File: config.mk
export PLATFORM = sky130hd
export DESIGN_NAME = clk_en_ctrl
export DESIGN_NICKNAME = d
export VERILOG_FILES = /design/src/rtl/clk_ctrl_pkg.sv /design/src/rtl/clk_en_ctrl_period_counter.sv /design/src/rtl/clk_en_ctrl.sv
export SDC_FILE = /design/constraint.sdc
export NUM_CORES = 1
export LEC_CHECK = 0
export ABC_AREA = 1
export CORE_UTILIZATION = 51
export CTS_BUF_LIST = sky130_fd_sc_hd__clkbuf_4
export DETAILED_ROUTE_END_ITERATION = 6
export PLACE_DENSITY = 0.81
export SLEW_MARGIN = 40
export SYNTH_ARGS = -nofsm -noshare
export SYNTH_HDL_FRONTEND = slang
export SYNTH_HIERARCHICAL = 1
export SYNTH_SLANG_ARGS = --single-unit
File: constraint.sdc
create_clock -name clk_in -period 4.5 [get_ports clk_in]
set_clock_uncertainty 0.15 [all_clocks]
set_input_delay 0.45 -clock clk_in [delete_from_list [all_inputs] [get_ports clk_in]]
set_output_delay 0.45 -clock clk_in [all_outputs]
set_load 0.02 [all_outputs]
File: src/rtl/clk_ctrl_pkg.sv
// Shared definitions for the clock-enable controller.
//   state_t : controller FSM states
//   MIN_DIV : smallest divide ratio that produces a valid period
package clk_ctrl_pkg;

  typedef enum logic [1:0] {
    IDLE     = 2'd0,
    RUN      = 2'd1,
    STOPPING = 2'd2
  } state_t;

  localparam int MIN_DIV = 2;

endpackage

File: src/rtl/clk_en_ctrl_period_counter.sv
// Period counter for the clock-enable controller.
// Counts 0..cur_div-1. The caller requests the wrap via clear, so the restart
// and the ratio change at a boundary happen in the same edge.
// boundary and phase are flops that describe the current cycle. They are
// computed from the counter value and ratio that will hold in the next cycle.
// Ports:
//   clk_in, reset_n : clock, asynchronous active-low reset
//   cur_div         : ratio in force during the coming cycle
//   clear           : coming cycle starts a fresh period (count 0)
//   enable          : counter is live in the coming cycle (else outputs low)
//   boundary        : current cycle is the last of its period
//   phase           : current cycle is in the upper floor(cur_div/2) cycles
module period_counter #(
  parameter int DIV_W = 16
) (
  input  logic             clk_in,
  input  logic             reset_n,
  input  logic [DIV_W-1:0] cur_div,
  input  logic             clear,
  input  logic             enable,
  output logic             boundary,
  output logic             phase
);

  logic [DIV_W-1:0] cnt_q, cnt_d;
  logic             boundary_q, boundary_d;
  logic             phase_q, phase_d;

  always_comb begin
    cnt_d = cnt_q;
    if (clear) begin
      cnt_d = '0;
    end else if (enable) begin
      cnt_d = cnt_q + DIV_W'(1);
    end
    boundary_d = enable && (cnt_d == cur_div - DIV_W'(1));
    phase_d    = enable && (cnt_d >= cur_div - (cur_div >> 1));
  end

  always_ff @(posedge clk_in or negedge reset_n) begin
    if (!reset_n) begin
      cnt_q      <= '0;
      boundary_q <= 1'b0;
      phase_q    <= 1'b0;
    end else begin
      cnt_q      <= cnt_d;
      boundary_q <= boundary_d;
      phase_q    <= phase_d;
    end
  end

  assign boundary = boundary_q;
  assign phase    = phase_q;

endmodule

File: src/rtl/clk_en_ctrl.sv
// Programmable clock-enable controller. It emits a one-cycle tick every cur_div
// cycles and a phase square wave. Start and stop are graceful, and ratio
// changes take effect only on a period boundary.
// Ports:
//   clk_in, reset_n    : clock, asynchronous active-low reset
//   cfg_valid/cfg_ready: ratio offer handshake, cfg_div is the offered ratio
//   cfg_err            : one-cycle pulse when an accepted ratio was < MIN_DIV
//   start, stop        : begin / end (at the end of the period) generation
//   tick, phase        : enable pulse and square wave
//   running            : high in RUN or STOPPING
//   cur_div            : ratio currently in force
module clk_en_ctrl
  import clk_ctrl_pkg::*;
#(
  parameter int DIV_W       = 16,
  parameter int DEFAULT_DIV = 4
) (
  input  logic             clk_in,
  input  logic             reset_n,
  input  logic             cfg_valid,
  output logic             cfg_ready,
  input  logic [DIV_W-1:0] cfg_div,
  output logic             cfg_err,
  input  logic             start,
  input  logic             stop,
  output logic             tick,
  output logic             phase,
  output logic             running,
  output logic [DIV_W-1:0] cur_div
);

  state_t           state_q, state_d;
  logic [DIV_W-1:0] cur_div_q, cur_div_d;
  logic [DIV_W-1:0] pend_div_q, pend_div_d;
  logic             pend_valid_q, pend_valid_d;
  logic             cfg_ready_q, cfg_ready_d;
  logic             cfg_err_q, cfg_err_d;
  logic             running_q, running_d;

  logic boundary;
  logic cnt_clear, cnt_enable;
  logic accept, div_ok;

  assign accept = cfg_valid && cfg_ready_q;
  assign div_ok = (cfg_div >= DIV_W'(MIN_DIV));

  always_comb begin
    state_d      = state_q;
    cur_div_d    = cur_div_q;
    pend_div_d   = pend_div_q;
    pend_valid_d = pend_valid_q;

    case (state_q)
      IDLE:     if (start && !stop) state_d = RUN;
      // A stop seen on the boundary cycle makes this tick the last one.
      RUN:      if (stop) state_d = boundary ? IDLE : STOPPING;
      STOPPING: begin
        if (start)         state_d = RUN;
        else if (boundary) state_d = IDLE;
      end
      default:  state_d = IDLE;
    endcase

    if (state_q == IDLE) begin
      // A ratio captured on the final boundary lands here; apply it now.
      if (pend_valid_q) begin
        cur_div_d    = pend_div_q;
        pend_valid_d = 1'b0;
      end else if (accept && div_ok) begin
        cur_div_d = cfg_div;
      end
    end else begin
      if (boundary && pend_valid_q) begin
        cur_div_d    = pend_div_q;
        pend_valid_d = 1'b0;
      end
      // An offer on the boundary cycle waits for the following boundary.
      if (accept && div_ok) begin
        pend_div_d   = cfg_div;
        pend_valid_d = 1'b1;
      end
    end

    cfg_err_d   = accept && !div_ok;
    cfg_ready_d = !pend_valid_d;
    running_d   = (state_d != IDLE);

    // A new period begins on start, after every boundary, and the counter
    // is held at zero whenever the controller is idle.
    cnt_enable = (state_d != IDLE);
    cnt_clear  = (state_q == IDLE) || boundary || (state_d == IDLE);
  end

  always_ff @(posedge clk_in or negedge reset_n) begin
    if (!reset_n) begin
      state_q      <= IDLE;
      cur_div_q    <= DIV_W'(DEFAULT_DIV);
      pend_div_q   <= '0;
      pend_valid_q <= 1'b0;
      cfg_ready_q  <= 1'b1;
      cfg_err_q    <= 1'b0;
      running_q    <= 1'b0;
    end else begin
      state_q      <= state_d;
      cur_div_q    <= cur_div_d;
      pend_div_q   <= pend_div_d;
      pend_valid_q <= pend_valid_d;
      cfg_ready_q  <= cfg_ready_d;
      cfg_err_q    <= cfg_err_d;
      running_q    <= running_d;
    end
  end

  period_counter #(
    .DIV_W (DIV_W)
  ) u_period_counter (
    .clk_in   (clk_in),
    .reset_n  (reset_n),
    .cur_div  (cur_div_d),
    .clear    (cnt_clear),
    .enable   (cnt_enable),
    .boundary (boundary),
    .phase    (phase)
  );

  assign tick      = boundary;
  assign cfg_ready = cfg_ready_q;
  assign cfg_err   = cfg_err_q;
  assign running   = running_q;
  assign cur_div   = cur_div_q;

endmodule

# After elaboration in Yosys (flattened, before gate mapping)
# Index checks and enable logic that the tools add are counted.
# word_totals
elab_cells	50
ff_bits	56
out_inout_bits	21
in_bits	21
# op_classes
muxes	15
n_eq_ne	3
magnitude_cmp	2
addsub	3
reduce_logical	16
bitwise_logic	1
# ops
cell	count
$mux 16	6
$add 16x1->16 const B	1
$eq 16x16->1	1
$ge 16x16->1	1
$ge 16x2->1 const B	1
$sub 16x1->16 const B	1
$sub 16x15->16	1
$mux 2	5
$logic_and 1x1->1	7
$pmux 2 s3	1
$logic_not 2->1	2
$logic_not 1->1	3
$mux 1	3
$eq 2x1->1 const B	1
$eq 2x2->1 const B	1
$logic_or 1x1->1	2
$reduce_and 2->1	1
$reduce_bool 2->1	1
$not 1->1	1

# Longest topological paths before layout
# Gate-level depths: netlist of run 1.
# depth
ltp_word	9
mapped_depth	29
mapped_depth_nobuf	29

# Modules after synthesis
# The synthesis of run 1 kept the hierarchy.
# modules_own_cells
mod	area_per_inst_um2	n_inst	seq_area_each_um2	cells_per_inst
period_counter	2947.8	1	450.4	453
clk_en_ctrl	2094.5	1	953.4	268

# Least setup slack after synthesis of run 1
# OpenSTA, ideal clock, no wires.
# synth_path
path_kind	input to register
from	input port cfg_div[3]
to	register u_period_counter.phase_q (netlist: u_period_counter/phase)
path_stages	23
arrival_ns	3.371
required_ns	4.237
setup_slack_ns	0.867
path_cell_list	nor2_1 -> nand2_1 -> nor2_2 -> nand2_4 -> nand2_8 -> nand2_1 -> nand3_1 -> nand2_1 -> nand2_1 -> inv_1 -> ha_1 -> o31ai_1 -> a21boi_1 -> o21ai_1 -> a21oi_1 -> xor2_1 -> ha_1 -> a21oi_1 -> o21ai_0 -> a21oi_1 -> nand3_1 -> nand2_1 -> inv_1
# synth_between
elab_chain_cells	8
# synth_lines
element	line	text
start: declaration	clk_en_ctrl.sv:22	input logic [DIV_W-1:0] cfg_div,
$ge 16x2->1	clk_en_ctrl.sv:45	assign div_ok = (cfg_div >= DIV_W'(MIN_DIV));
$logic_and 1x1->1	clk_en_ctrl.sv:69	end else if (accept && div_ok) begin
$mux 16	clk_en_ctrl.sv:69	
$mux 16	clk_en_ctrl.sv:66	if (pend_valid_q) begin
$mux 16	clk_en_ctrl.sv:64	if (state_q == IDLE) begin
via cur_div_d[2]	clk_en_ctrl.sv:33	logic [DIV_W-1:0] cur_div_q, cur_div_d;
$sub 16x15->16	clk_en_ctrl_period_counter.sv:37	phase_d = enable && (cnt_d >= cur_div - (cur_div >> 1));
$ge 16x16->1	clk_en_ctrl_period_counter.sv:37	
$logic_and 1x1->1	clk_en_ctrl_period_counter.sv:37	
via u_period_counter.phase_d	clk_en_ctrl_period_counter.sv:27	logic phase_q, phase_d;
end signal: assignment	clk_en_ctrl_period_counter.sv:48	phase_q <= phase_d;
end: declaration	clk_en_ctrl_period_counter.sv:27	
# The timed path passes the listed nets, and every way through them passes these cells.
# A chain may end at the register's enable or synchronous reset.

# Worst setup path in the final report of run 1
# layout_path
from	input port cfg_div[13]
to	register u_period_counter.phase_q (netlist: u_period_counter/phase)
# The elaborated chain is that of the path after synthesis.

==> results of run 1 <==
-- routing by layer --
| metal | wire (um) | vias up | share of wire | track usage |
|---|---|---|---|---|
| li1 | - | 2438 | - | - |
| met1 | 5775 | 2312 | 0.45 | 0.3352 |
| met2 | 6334 | 155 | 0.49 | 0.4516 |
| met3 | 559 | 27 | 0.043 | 0.03313 |
| met4 | 303 | 0 | 0.023 | 0.09253 |
| met5 | 0 | - | 0 | 0 |
-- state kept, by name, indices dropped and copies added (netlist names) --
register                   count
cfg_ready                      1
u_period_counter/boundary      1
pend_valid_q                   1
u_period_counter/phase         1
running                        1
state_q                        2
cur_div                       16
cfg_err                        1
pend_div_q                    16
u_period_counter/cnt_q        16
-- worst reg2reg max path: stages, from the launching register on --
cell and delay, ns:
dfrtp_1 0.54, nand2_1 0.09, inv_1 0.23, buf_4 0.30, a21oi_1 0.10, o21ai_0 0.09, nand2_1 0.10, inv_1 0.13
ha_1 0.28, inv_1 0.13, nand2_1 0.10, nor3_2 0.17, nand3_1 0.15, nand3_2 0.18, a31oi_2 0.12, xor2_1 0.16
ha_1 0.30, nand2_1 0.06, inv_1 0.06, nand3_2 0.10, nor3_2 0.21, nand3_1 0.10, nand3_1 0.09, nand2_1 0.05
inv_1 0.05
-- layout by cell type, fill, tap and decap left out, types with 2 or more instances in the layout --
master / n
nand2_1: 183
inv_1: 116
nand3_1: 73
a21oi_1: 57
dfrtp_1: 54
ha_1: 44
clkdlybuf4s50_1: 40
nor2_1: 37
o21ai_0: 28
buf_4: 26
xor2_1: 20
o21ai_2: 18
nand4_1: 13
nand3_2: 9
nor2_4: 6
clkbuf_4: 6
inv_2: 4
nand2_2: 4
nor2_2: 3
nand2_4: 3
dfstp_2: 2
o21ai_1: 2
nor3_4: 2
nor3_1: 2
nor3_2: 2
a31oi_1: 2
nand3b_1: 2
ha_4: 2
-- cells in the mapped netlist, types with 2 or more instances --
| master | number | area share |
|---|---|---|
| a31oi_1 | 3 | 0.0037 |
| dfrtp_1 | 54 | 0.27 |
| a21oi_1 | 58 | 0.058 |
| nor3_1 | 4 | 0.0040 |
| dfstp_2 | 2 | 0.010 |
| nand2_2 | 4 | 0.0050 |
| buf_2 | 8 | 0.0079 |
| nor2_2 | 3 | 0.0037 |
| xor2_1 | 21 | 0.036 |
| o21ai_1 | 3 | 0.0030 |
| clkbuf_1 | 2 | 0.0015 |
| nand2_4 | 3 | 0.0067 |
| nor2_4 | 5 | 0.011 |
| buf_6 | 4 | 0.0089 |
| nand4_1 | 13 | 0.016 |
| inv_1 | 116 | 0.086 |
| ha_1 | 47 | 0.12 |
| nor2_1 | 38 | 0.028 |
| o21ai_2 | 17 | 0.030 |
| o21ai_0 | 28 | 0.028 |
| inv_2 | 4 | 0.0030 |
| nand3b_1 | 2 | 0.0030 |
| nand3_1 | 77 | 0.076 |
| nor3_4 | 2 | 0.0065 |
| nand2_1 | 183 | 0.14 |
| nand3_2 | 5 | 0.0099 |
-- metrics by stage --
stage	setup TNS [ns]	instances
4_1_cts	0	907
3_3_place_gp	-0.07863	899
5_1_grt	0	911
3_5_place_dp	-0.2775	899
6_report	0	911
2_1_floorplan	0	721
-- worst max path at each step --
stage | startpoint | endpoint | slack (ns)
6_report | cfg_div[13] | u_period_counter/phase | 0.27
3_3_place_gp | cfg_div[13] | u_period_counter/phase | -0.08
4_1_cts | cfg_div[13] | u_period_counter/phase | 0.12
3_5_place_dp | cfg_div[13] | u_period_counter/phase | -0.28
2_1_floorplan | cfg_div[3] | u_period_counter/phase | 0.87
5_1_grt | cfg_div[13] | u_period_counter/phase | 0.02
-- final cells by class --
class                           count  area (um^2)
Tap cell                          129        161.4
Clock inverter                      2        38.79
Timing Repair Buffer               70        645.6
Multi-Input combinational cell    527         3147
Inverter                          121        454.2
Sequential cell                    56         1404
Fill cell                         826         3520
Clock buffer                        6        45.04
-- cell families after synthesis --
logic type / synth area share
buffers and inverters: 0.1156
adder cells (fa/ha/maj): 0.1206
XOR/XNOR: 0.03821
AND/OR/NAND/NOR: 0.3169
AO/OA/AOI/OAI: 0.1303
flip-flops: 0.2784
-- repair_timing --
item,in CTS,in global routing
hold endpoints to repair,0,18
setup buffers,0,1
gates resized for setup,0,17
hold buffers,0,1
endpoints found under the setup margin,0,1
==> flow_metrics.py, run 1 <==
metrics = {
    "sta": {
        "hold_viol_final": 0,
        "slew-limit-headroom": 0.4649,
        "tightestPinTransition_ns": 0.8018,
        "fmax_mhz": 236.7,
        "final_max_slew_viol_count": 0,
        "timing.hold.ws_ns": 0.3904,
        "period_share": 0.9390,
        "rsz0062_at_grt": "no",
        "finalSetupViolations": 0,
        "worst_slack_ns": 0.2746,
        "layout_min_cycle_time_ns": 4.225,
    },
    "cells_and_area": {
        "drive_above_1_share": 0.1279,
        "insertedDiodeCount": 0,
        "syn_to_final_growth_pct": 16.92,
        "design_area_mm2": 0.005896,
        "fin_nets": 850,
        "finalCoreUtilization": 0.6262,
    },
    "die": {
        "dieArea_mm2": 0.01029,
        "core_mm2": 0.009415,
        "die_h_um": 101.4,
        "die_w_um": 101.4,
        "io_pins": 42,
        "start_util": 0.5355,
        "rows": 35,
    },
    "worst_setup_path": {
        "reg2reg_from": "pend_valid_q",
        "cpMostUsedCell": "nand2_1",
        "r2r_slack_ns": 0.42,
        "max_stage_delay_ns": 0.45,
        "crit_cells": 27,
        "slowest_stage": "clkdlybuf4s50_1",
        "crit_family": "simple AND/OR/NAND/NOR gates",
        "r2r-end": "u_period_counter/phase",
        "crit_required_ns": 4.69,
        "cp-end-kind": "flip-flop",
        "crit_arrival_ns": 4.42,
        "cp_num_buf_inv": 5,
        "critPathKind": "in2reg",
        "crit_fanout": 10,
        "start_kind": "input port",
        "reg2reg_depth": 24,
    },
    "clock_tree": {
        "cts_tree": "built",
        "cts_made_buffers": 5,
        "clkTransAtPathRegs_ns": 0.17,
        "cts_root_buf": "clkbuf_4",
        "clk_latency_ns": 0.38,
        "cts_max_level": 2,
        "clkSinkCount": 56,
        "clock_path_buffers": 2,
    },
    "flow_run": {
        "maxCapViolations": 0,
    },
    "synth": {
        "ys_seq_area_frac": 0.2784,
        "synth-seq-cells": 56,
        "async_reset_ff_frac": 1.000,
        "synthFlopType": "dfrtp_1",
        "synthDistinctLibCells": 41,
        "syn-cell-area_mm2": 0.005042,
        "syn_area_per_cell_um2": 6.994,
        "syn_nets": 790,
        "synthCells": 721,
        "ys.warnings.count": 6,
        "synth_edf_count": 0,
    },
    "global_route": {
        "grt_max_degree": 57,
        "grt_pass1_wl_um": 21330,
        "grt_pass1_vias": 4732,
        "overflow": 0,
        "antenna_found_initial": 0,
        "track_usage": 0.2611,
    },
    "routing": {
        "wire_per_inst_um": 14.24,
        "wirelength_um": 12970,
        "drc": 0,
        "drt-pass1-iter-count": 5,
        "drt_first_iter_violations": 291,
        "viasPerCell": 5.414,
        "ant_nets": 0,
        "vias": 4932,
    },
    "placement": {
        "portBuffers": 41,
        "gp_congestion": 0.8834,
        "dp_hpwl_um": 9877,
        "dp_slack_ns": -0.2775,
        "placed_area_mm2": 0.005668,
    },
    "outcome": {
        "status": "finished, final reports clean",
    },
    "min_path": {
        "hold_path.class": "in2async",
    },
}
Power of run 1 is left out: the tool's default activity adds up to more than one toggle a clock period on the data nets, which glitch-free logic cannot reach.
==> run 2, diff against run 1 <==
--- a/config.mk
+++ b/config.mk
@@ -9,7 +9,7 @@
 export CORE_UTILIZATION = 51
 export CTS_BUF_LIST = sky130_fd_sc_hd__clkbuf_4
 export DETAILED_ROUTE_END_ITERATION = 6
-export PLACE_DENSITY = 0.81
+export PLACE_DENSITY = 0.8
 export SLEW_MARGIN = 40
 export SYNTH_ARGS = -nofsm -noshare
 export SYNTH_HDL_FRONTEND = slang
==> run 2 against run 1 <==
Non-clock buffer count down 2. Final cell count down 0.22%. Count of clock-buffer cells in the layout shrank 1. Worst setup slack gained 0.018 ns. Critical path type unchanged. First-iteration DRC count decreased by 21%. Die area unchanged. Highest routed layer unchanged. Fmax up 0.43%. Critical path depth grew 2. Core utilization shrank 1.4 points.
==> flow_metrics.py, run 2 (synthesis results as in run 1) <==
metrics = {
    "worst_setup_path": {
        "critPathKind": "in2reg",
        "crit_required_ns": 4.67,
        "slowest_stage": "clkdlybuf4s50_1",
        "crit_arrival_ns": 4.37,
        "crit_fanout": 11,
        "start_kind": "input port",
        "cpMostUsedCell": "nand2_1",
        "max_stage_delay_ns": 0.45,
        "cp-end-kind": "flip-flop",
    },
    "cells_and_area": {
        "syn_to_final_growth_pct": 14.34,
        "fin_nets": 848,
        "nFillCells": 824,
        "final_cell_mix": "nand2_1, inv_1, nand3_1, a21oi_1, dfrtp_1",
        "drive_above_1_share": 0.1115,
        "insertedDiodeCount": 0,
        "final_common_cell": "nand2_1",
        "design_area_mm2": 0.005766,
    },
    "routing": {
        "wirelength_um": 12550,
        "vias": 4918,
        "drc": 0,
        "drt-pass1-iter-count": 5,
        "ant_nets": 0,
        "drt_first_iter_violations": 231,
        "wire_per_inst_um": 13.81,
        "viasPerCell": 5.410,
    },
    "sta": {
        "period_share": 0.9349,
        "fmax_mhz": 237.7,
        "finalSetupViolations": 0,
        "hold_viol_final": 0,
        "tightestPinTransition_ns": 0.7830,
        "slew-limit-headroom": 0.4774,
        "final_max_slew_viol_count": 0,
        "layout_min_cycle_time_ns": 4.207,
    },
    "clock_tree": {
        "ctsResizeCount": 0,
        "hold_buffers": 0,
        "clock_path_buffers": 2,
        "clk_latency_ns": 0.40,
        "clkSinkCount": 56,
        "cts_max_level": 2,
        "cts_tree": "built",
        "clkTransAtPathRegs_ns": 0.18,
        "cts_root_buf": "clkbuf_4",
        "cts_made_buffers": 5,
        "post_cts_buffers": 0,
    },
    "die": {
        "io_pins": 42,
        "start_util": 0.5355,
        "rows": 35,
        "core_mm2": 0.009415,
        "die_w_um": 101.4,
        "dieArea_mm2": 0.01029,
        "die_h_um": 101.4,
    },
    "global_route": {
        "use_met2": 0.4788,
        "top_usage_layer": "met2",
        "grt_pass1_vias": 4930,
        "overflow": 0,
        "grt_use_met3": 0.03037,
        "antenna_found_initial": 0,
        "track_usage": 0.2637,
        "gr-usage-met1": 0.3164,
        "grt_pass1_wl_um": 21600,
        "grt_max_degree": 57,
    },
    "flow_run": {
        "maxCapViolations": 0,
    },
    "placement": {
        "portBuffers": 41,
        "gp_congestion": 0.9166,
        "placed_area_mm2": 0.005675,
        "dp_hpwl_um": 10000,
    },
    "min_path": {
        "hold_path.class": "in2async",
    },
    "outcome": {
        "status": "finished, final reports clean",
    },
}
[run 2: cell types whose count changed in the layout (fill, tap and decap cells not counted), sizes merged]
cell,before,now
buf,29,28
bufinv,1,0
clkbuf,6,5
clkinvlp,0,1
dlygate4sd3,1,0
inv,121,122
[run 2: final cells by class]
cell class	count	area [um^2]	share of cell area
Multi-Input combinational cell	527	3068	0.5321
Sequential cell	56	1404	0.2435
Timing Repair Buffer	68	615.6	0.1068
Inverter	121	454.2	0.07878
Tap cell	129	161.4	0.02799
Clock buffer	5	37.54	0.006510
Clock inverter	3	25.02	0.004340
[run 2: layer usage]
| layer | share of wire | wire [um] | up-vias |
|---|---|---|---|
| li1 | - | - | 2438 |
| met1 | 0.44 | 5568 | 2298 |
| met2 | 0.48 | 6085 | 147 |
| met3 | 0.039 | 491 | 35 |
| met4 | 0.032 | 408 | 0 |
| met5 | 0 | 0 | - |
[run 2: final timing paths]
path                         startpoint                endpoint  slack, ns  depth (start not counted)
min reg2reg                   cfg_ready                 cfg_err       0.39                          2
min in group clk_in           cfg_ready                 cfg_err       0.39                          2
max in group asynchronous       reset_n           pend_div_q[4]       3.68                          2
min                             reset_n          pend_div_q[12]       0.02                          2
max reg2reg                pend_valid_q  u_period_counter/phase       0.41                         22
max                         cfg_div[13]  u_period_counter/phase       0.29                         29
[run 2: through the flow]
stage | hold WS [ns] | TNS, ns | cells | utilization | setup WS (ns)
2_1_floorplan | 0.004409 | 0 | 721 | - | 0.8666
3_3_place_gp | 0.3618 | 0 | 900 | 0.6028 | 0.01215
3_5_place_dp | 0.3666 | -0.1531 | 900 | 0.6028 | -0.1531
4_1_cts | 0.03855 | 0 | 908 | 0.6094 | 0.2456
5_1_grt | 0.07338 | -0.008347 | 909 | 0.6124 | -0.008347
6_report | 0.01562 | 0 | 909 | 0.6124 | 0.2928
[run 2: worst max-delay path: cells and delay by family]
kind            cells  cell delay (ns)
xor+xnor            1             0.15
buf+inv             6             0.89
simple gates       18             1.94
fa+ha+maj           2             0.50
compound gates      2             0.42
Power of run 2 is left out for the same reason.
